### src/rtl/draw_sequencer.sv
// draw_sequencer
//
// Orchestrates one screen redraw: a full-screen background draw followed, in
// play-class states, by four 16x16 sprite draws (one per mole hole). Redraws
// are triggered by a change of game state or a mole-mask update; requests that
// arrive mid-frame collapse into a single pending redraw.
//
// Ports
//   iClock      in   1  system clock, rising edge
//   iResetn     in   1  asynchronous active-low reset
//   iState      in   3  game state (0 start, 2 game over, anything else play)
//   iMoleMask   in   4  bit n set = mole up in hole n
//   iMoleValid  in   1  pulse, iMoleMask has new content
//   oBgStart    out  1  pulse, start background draw
//   oBgSel      out  2  background image (0 start, 1 play field, 2 game over)
//   iBgDone     in   1  background drawer finished
//   oSprStart   out  1  pulse, start sprite draw
//   oSprX       out  8  sprite column
//   oSprY       out  7  sprite row
//   oSprSel     out  1  1 mole sprite, 0 empty hole
//   iSprDone    in   1  sprite drawer finished
//   oBusy       out  1  sequencer is not idle
//   oFrameDone  out  1  pulse, redraw sequence complete
//   oError      out  1  sticky, a drawer failed to finish in time

module draw_sequencer #(
    parameter int unsigned TIMEOUT = 32768,
    parameter logic [6:0]  HOLE_Y  = 7'd72,
    parameter logic [7:0]  HOLE_X0 = 8'd24,
    parameter logic [7:0]  HOLE_X1 = 8'd64,
    parameter logic [7:0]  HOLE_X2 = 8'd104,
    parameter logic [7:0]  HOLE_X3 = 8'd144
) (
    input  logic       iClock,
    input  logic       iResetn,
    input  logic [2:0] iState,
    input  logic [3:0] iMoleMask,
    input  logic       iMoleValid,
    output logic       oBgStart,
    output logic [1:0] oBgSel,
    input  logic       iBgDone,
    output logic       oSprStart,
    output logic [7:0] oSprX,
    output logic [6:0] oSprY,
    output logic       oSprSel,
    input  logic       iSprDone,
    output logic       oBusy,
    output logic       oFrameDone,
    output logic       oError
);

    localparam int unsigned CntW = (TIMEOUT > 2) ? $clog2(TIMEOUT) : 1;
    localparam logic [CntW-1:0] CntMax = CntW'(TIMEOUT - 1);

    typedef enum logic [2:0] {
        StIdle,
        StBgStart,
        StBgWait,
        StSprStart,
        StSprWait,
        StSprNext,
        StFinish
    } state_e;

    state_e          state;
    logic [2:0]      lat_state;
    logic [3:0]      lat_mask;
    logic            pending;
    logic [1:0]      hole;
    logic [1:0]      next_hole;
    logic [CntW-1:0] wait_cnt;
    logic            request;

    // A state change and a mask pulse in the same cycle form one request.
    assign request   = (iState != lat_state) || iMoleValid;
    assign next_hole = hole + 2'd1;

    function automatic logic [1:0] bg_sel_of(input logic [2:0] s);
        logic [1:0] sel;
        case (s)
            3'd0:    sel = 2'd0;
            3'd2:    sel = 2'd2;
            default: sel = 2'd1;
        endcase
        return sel;
    endfunction

    function automatic logic is_play(input logic [2:0] s);
        return (s != 3'd0) && (s != 3'd2);
    endfunction

    function automatic logic [7:0] hole_x(input logic [1:0] n);
        logic [7:0] x;
        case (n)
            2'd0:    x = HOLE_X0;
            2'd1:    x = HOLE_X1;
            2'd2:    x = HOLE_X2;
            default: x = HOLE_X3;
        endcase
        return x;
    endfunction

    always_ff @(posedge iClock or negedge iResetn) begin
        if (!iResetn) begin
            state      <= StIdle;
            lat_state  <= 3'd0;
            lat_mask   <= 4'd0;
            pending    <= 1'b0;
            hole       <= 2'd0;
            wait_cnt   <= '0;
            oBgStart   <= 1'b0;
            oBgSel     <= 2'd0;
            oSprStart  <= 1'b0;
            oSprX      <= 8'd0;
            oSprY      <= 7'd0;
            oSprSel    <= 1'b0;
            oBusy      <= 1'b0;
            oFrameDone <= 1'b0;
            oError     <= 1'b0;
        end else begin
            // Pulse outputs are high only in the cycle after they are set.
            oBgStart   <= 1'b0;
            oSprStart  <= 1'b0;
            oFrameDone <= 1'b0;

            // Mid-frame requests collapse into one flag; the branches below
            // that latch a new frame override this.
            if (request && (state != StIdle)) begin
                pending <= 1'b1;
            end

            case (state)
                StIdle: begin
                    if (request) begin
                        lat_state <= iState;
                        lat_mask  <= iMoleMask;
                        pending   <= 1'b0;
                        oBgStart  <= 1'b1;
                        oBgSel    <= bg_sel_of(iState);
                        oBusy     <= 1'b1;
                        state     <= StBgStart;
                    end
                end

                // Done is not sampled here, so a done coincident with the
                // start pulse is ignored.
                StBgStart: begin
                    wait_cnt <= '0;
                    state    <= StBgWait;
                end

                StBgWait: begin
                    if (iBgDone) begin
                        if (is_play(lat_state)) begin
                            hole      <= 2'd0;
                            oSprStart <= 1'b1;
                            oSprX     <= hole_x(2'd0);
                            oSprY     <= HOLE_Y;
                            oSprSel   <= lat_mask[0];
                            state     <= StSprStart;
                        end else begin
                            oFrameDone <= 1'b1;
                            state      <= StFinish;
                        end
                    end else if (wait_cnt == CntMax) begin
                        oError     <= 1'b1;
                        oFrameDone <= 1'b1;
                        state      <= StFinish;
                    end else begin
                        wait_cnt <= wait_cnt + 1'b1;
                    end
                end

                StSprStart: begin
                    wait_cnt <= '0;
                    state    <= StSprWait;
                end

                StSprWait: begin
                    if (iSprDone) begin
                        state <= StSprNext;
                    end else if (wait_cnt == CntMax) begin
                        oError     <= 1'b1;
                        oFrameDone <= 1'b1;
                        state      <= StFinish;
                    end else begin
                        wait_cnt <= wait_cnt + 1'b1;
                    end
                end

                StSprNext: begin
                    if (hole == 2'd3) begin
                        oFrameDone <= 1'b1;
                        state      <= StFinish;
                    end else begin
                        hole      <= next_hole;
                        oSprStart <= 1'b1;
                        oSprX     <= hole_x(next_hole);
                        oSprY     <= HOLE_Y;
                        oSprSel   <= lat_mask[next_hole];
                        state     <= StSprStart;
                    end
                end

                // A request in this very cycle is folded in with pending so
                // a one-cycle iMoleValid here is not lost.
                StFinish: begin
                    if (pending || request) begin
                        lat_state <= iState;
                        lat_mask  <= iMoleMask;
                        pending   <= 1'b0;
                        oBgStart  <= 1'b1;
                        oBgSel    <= bg_sel_of(iState);
                        state     <= StBgStart;
                    end else begin
                        oBusy <= 1'b0;
                        state <= StIdle;
                    end
                end

                default: begin
                    oBusy <= 1'b0;
                    state <= StIdle;
                end
            endcase
        end
    end

endmodule

### config.mk
export PLATFORM = sky130hd
export DESIGN_NAME = draw_sequencer
export DESIGN_NICKNAME = d
export VERILOG_FILES = /design/src/rtl/draw_sequencer.sv
export SDC_FILE = /design/constraint.sdc
export NUM_CORES = 1
export LEC_CHECK = 0
export ABC_AREA = 1
export BUFFER_PORTS_ARGS = -buffer_cell sky130_fd_sc_hd__buf_2
export CORE_MARGIN = 2
export CORE_UTILIZATION = 50
export CTS_CLUSTER_SIZE = 12
export DETAILED_ROUTE_END_ITERATION = 6
export GPL_ROUTABILITY_DRIVEN = 0
export GPL_TIMING_DRIVEN = 1
export MAX_ROUTING_LAYER = met4
export PLACE_DENSITY = 0.72
export SLEW_MARGIN = 10
export SYNTH_ARGS = -nofsm -noshare
export SYNTH_HDL_FRONTEND = slang
export SYNTH_SLANG_ARGS = --single-unit
### constraint.sdc
create_clock -name iClock -period 1.5 [get_ports iClock]
set_clock_uncertainty 0.05 [all_clocks]
set_input_delay 0.3 -clock iClock [delete_from_list [all_inputs] [get_ports iClock]]
set_output_delay 0.3 -clock iClock [all_outputs]
set_load 0.02 [all_outputs]
Word-level counts from Yosys, hierarchy flattened. Cells that the tools add are included.

Muxes and demuxes: 65. Equal/unequal tests: 21. Add/sub/neg operators: 2. Reductions and logical operators: 20. Bitwise operators: 1. $mul: 0. Divide/modulo/power cells: 0. $lt $le $gt $ge: 1. Shift-type cells: 0.

Operators with widths (number): $mux W15 (3); $pmux W15 S3 (1); $mux W3 (8); $mux W8 (3); $pmux W8 S3 (1); $mux W1 (23); $mux W7 (3); $pmux W3 S7 (1); $ne A2 B2 Y1 const B (8); $pmux W8 S2 (1); $add A15 B1 Y15 const B (1); $eq A15 B15 Y1 const B (1); $pmux W7 S2 (1); $pmux W2 S2 (3); $reduce_and A3 Y1 (4); $mux W2 (5); $pmux W1 S2 (5); $eq A3 B2 Y1 const B (3); $eq A3 B3 Y1 const B (3); $reduce_bool A3 Y1 (3); $mux W4 (2); $pmux W4 S2 (1); $logic_not A3 Y1 (2); $pmux W1 S3 (2); 17 further kinds (22).

Bits in read-only memories: 0. RAM bits: 0. Memories: 0. Output and inout port bits: 23. Logic and storage cells: 125. Bits in latches: 0. Bits in registers: 51.

Logic depth before layout (Yosys ltp).
Depth after elaboration: 6. Depth in mapped cells: 10. Depth with buffers taken out: 10.

Least setup slack after synthesis. OpenSTA, ideal clock, no wires.

Kind: register to register. Start point: register wait_cnt[0]. End point: register wait_cnt[0]. Arrival time: 1386 ps. Required time: 1324 ps. Cell stages (with the launch flop): 10. Buffers on the path: 1. Library setup time: 126 ps. Path slack: -62 ps. Cells stage by stage: dfrtp_1 ha_1 inv_1 nor2_4 nand2_4 nor2_8 nand2_4 nand3_4 buf_12 o21ai_0.

Longest elaborated chain between the ends: 4. Elaborated cells on any way between the ends: 6.

Ends and longest elaborated chain: start, declared (line 71) `logic [CntW-1:0] wait_cnt;`; start signal, assigned (line 170) `wait_cnt <= wait_cnt + 1'b1;`; start signal, assigned (line 187) `wait_cnt <= wait_cnt + 1'b1;`; $add A15 B1 Y15 / $eq A15 B15 Y1 (equally long branches); $mux W15 * (line 165, 182); $mux W15 (on tied branches) (line 180, 153); $pmux W15 S3 * (line 132) `case (state)`.

Mark *: on every way between the ends. The rest lies on a longest branch, timed or not. The select of a mux whose other input is x is not followed. A chain may end at the register's enable or synchronous reset.

Worst setup path after layout.
Start point: register wait_cnt[0]. End point: register wait_cnt[14].

The elaborated chain is that of the path after synthesis.

==> run_results.csv <==
group,metric,value,unit
outcome,status,"completed",
flow_run,max-cap-violations,0,
global_routing,grt_usage,0.223,
pwr,comb_power_share,0.545,
sta,drv_slew,0,
sta,max_freq,0.676,GHz
cts,cts_root_buffer,"clkbuf_8",
final_layout,final_cells,455,
routing,wl,5820,microns
cts,path_clk_slew,0.08,ns
final_layout,regArea,1050,sq um
routing,drcViolationCount,0,
yosys,yosys.area.top_type_share,0.424,
floorplan,io_pins,35,
sta,setup_violations,0,
final_layout,syn2layout_area_growth,27.5,%
routing,drtAntennaViolNets,0,
global_routing,antenna_found_initial,0,
yosys,synthCells,320,
sta,grt_setup_unrepaired,"true",
cts,cts_buffers,5,
floorplan,dieHeight,74.4,microns
worst_setup_path,r2r_cells,10,
floorplan,start_util,0.522,
placed_design,place_area,2810,sq um
global_routing,grt_pass1_wl,9180,microns
final_layout,antenna_cells,0,
yosys,ys_async_sr_fraction,1.00,
worst_setup_path,cp-endpoint,"wait_cnt[14]",
yosys,synth_area_leaders,"dfrtp_1 42%, nand2_1 16%, nand3_1 5.7%",
yosys,synth_cell_types,34,
global_routing,grt_pass1_vias,2209,
pwr,power_frac_seq,0.316,
sta,fin_hold_ws,0.139,ns
worst_setup_path,r2r_setup_slack,0.02,ns
cts,clock-sinks,42,
sta,hold_viol,0,
floorplan,die_width,74.4,microns
cts,worstSkewPairLatency,0.30,ns
min_path,hold_path_depth,3,
pwr,p_leak,1.61,nW
final_layout,nNetsFinal,404,
worst_setup_path,crit_path_start_kind,"flip-flop",
pwr,power_density,1760,nW/um^2
worst_setup_path,worstSetupPathType,"flip-flop to flip-flop",
yosys,synth_enable_flop_cells,0,
min_path,worstHoldPathType,"input pin to flip-flop",
placed_design,dp_cells,432,
worst_setup_path,timing.rr.end,"wait_cnt[14]",
routing,vias,2285,
worst_setup_path,cp-end-kind,"flip-flop",
yosys,yosysWarnings,0,
placed_design,port-buffer-count,26,
routing,wl_per_cell,12.8,microns
cts,tritoncts,"yes",
routing,drt_iter0_drc,122,
floorplan,coreArea,4750,sq um
worst_setup_path,crit-reg2reg-launch,"wait_cnt[0]",
worst_setup_path,crit_arrival,1.67,ns
floorplan,dieArea,5540,sq um
pwr,p_clk_frac,0.139,
sta,fin_crit,1.48,ns
cts,h-tree-depth,2,
pwr,vdd_drop_max,0.00133,V
worst_setup_path,crit_fanout,3,
pwr,swShare,0.440,
sta,post-route-period-util,0.986,
pwr,switchingPower,2.45,mW
pwr,p_int,3.12,mW
yosys,synth_top_flop_cell,"dfrtp_1",
yosys,yosys.area.top_type,"dfrtp_1",
cts,cts_buffer_depth,2,
worst_setup_path,worstSetupStartpoint,"wait_cnt[0]",
worst_setup_path,cp_data_required_time,1.70,ns
global_routing,grt_max_degree,43,
yosys,syn_area,2480,sq um
yosys,ys_seq_area_frac,0.424,
final_layout,drive_gt1_frac,0.317,
floorplan,std_cell_rows,25,
final_layout,fin_area,3160,sq um
routing,detail_route.first_pass.iterations,4,
global_routing,overflow,0,
yosys,ys_seq_elements,42,
final_layout,multi_input_area,1330,sq um
placed_design,place_hpwl,3800,microns
routing,viasPerCell,5.02,
final_layout,fill_cells,401,
yosys,avgSynthCellArea,7.75,sq um
==> state kept, by name, indices dropped and copies added (netlist names) <==
| signal | count |
|---|---|
| oBgSel | 2 |
| lat_state | 3 |
| wait_cnt | 15 |
| oSprSel | 1 |
| oError | 1 |
| oFrameDone | 1 |
| oBgStart | 1 |
| oSprStart | 1 |
| pending | 1 |
| oSprY | 1 |
| oBusy | 1 |
| hole | 2 |
| oSprX | 5 |
| state | 3 |
| lat_mask | 4 |
==> what timing repair did <==
item / CTS / global route
hold buffers: 1 / 0
setup buffers: 3 / 8
gates resized for setup: 7 / 26
pin swaps: 1 / 6
endpoints found under the setup margin: 24 / 39
gates cloned: 1 / 2
hold endpoints to repair: 42 / 0
==> layout make-up <==
class | count | area share
Inverter | 31 | 0.0380
Clock buffer | 7 | 0.0273
Clock inverter | 1 | 0.00158
Multi-Input combinational cell | 241 | 0.421
Sequential cell | 42 | 0.333
Timing Repair Buffer | 66 | 0.152
Tap cell | 67 | 0.0265
==> per-layer routing <==
layer  vias to the layer above  global-route usage  routed length [microns]
li1                       1141                   -                        -
met1                      1096               0.246                     2480
met2                        37               0.382                     3080
met3                        11              0.0420                      158
met4                         0               0.111                      104
met5                         -                   -                        0
==> cells in the mapped netlist (2+ instances only) <==
library cell	count
a21oi_1	6
buf_2	2
buf_4	12
dfrtp_1	42
ha_1	5
inv_1	30
nand2_1	104
nand2_2	7
nand2_4	4
nand3_1	28
nand4_1	5
nor2_1	24
nor2_4	4
nor3_1	5
o21ai_0	12
o21ai_1	5
o21ai_2	3
o21bai_1	4
xor2_1	3
==> power by group through the flow <==
stage	clock (mW)	combinational [mW]	sequential, mW
2_1_floorplan	0	1.64	1.86
3_3_place_gp	0	2.29	1.78
5_1_grt	0.843	3.34	1.80
4_1_cts	0.788	2.61	1.75
6_report	0.774	3.03	1.76
3_5_place_dp	0	2.35	1.78
==> placed cells by master (no fill, tap or decap), types with 2 or more instances in the layout <==
cell type  instances
clkbuf_8           6
nor3_1             4
inv_1             24
nand2_1          102
ha_1               4
nand3_1           25
inv_2              6
dfrtp_2            3
nor2_1            21
nand2_4            5
dfrtp_1           39
o21bai_1           4
o21ai_1            6
nor2_4             4
buf_2             26
buf_6              3
conb_1             8
nand2_2            8
nand3_2            3
o21ai_0            9
o21ai_4            2
a21oi_1            5
nand3_4            4
o21ai_2            3
a21oi_2            2
nand4_1            5
buf_4             33
nor2_2             4
buf_12             3
xor2_1             3
==> metrics by stage <==
| stage | total power, mW | util | TNS [ns] | worst slack, ns |
|---|---|---|---|---|
| floorplan | 3.50 | - | 0 | 0.0145 |
| global placement | 4.06 | 0.592 | -0.00758 | -0.00409 |
| detailed placement | 4.13 | 0.592 | -0.505 | -0.0454 |
| CTS | 5.16 | 0.630 | 0 | 0.00335 |
| global route | 5.98 | 0.665 | -1.01 | -0.0894 |
| finish | 5.57 | 0.665 | 0 | 0.0215 |
==> worst min path at each step <==
stage,start,slack (ns),end
after floorplan,iResetn,-0.05,hole[0]
after global placement,iResetn,0.24,wait_cnt[3]
after detailed placement,iResetn,0.25,wait_cnt[3]
after CTS,iMoleMask[3],0.13,lat_mask[3]
after global routing,iMoleMask[1],0.16,lat_mask[1]
final,iMoleMask[3],0.14,lat_mask[3]
==> critical path, cell delays in order, from the launching register on <==
cell and delay [ns]:
dfrtp_1 0.36, ha_2 0.19, inv_2 0.06, nor2_4 0.14, nand2_4 0.08, buf_4 0.15
inv_2 0.06, nand3_2 0.06, a21oi_2 0.15, nand2_1 0.07, nand2_1 0.06
==> logic make-up (layout without fill, tap and decap cells) <==
family                   Yosys count  in the layout  synth area share
AND/OR/NAND/NOR                  186            189             0.350
buffers and inverters             47            105            0.0999
flip-flops                        42             42             0.424
AO/OA/AOI/OAI                     35             35            0.0853
adder cells (fa/ha/maj)            5              5            0.0252
XOR/XNOR                           4              4            0.0141
other                              1              8           0.00151
Note: power is estimated with default switching activity, not from simulation.
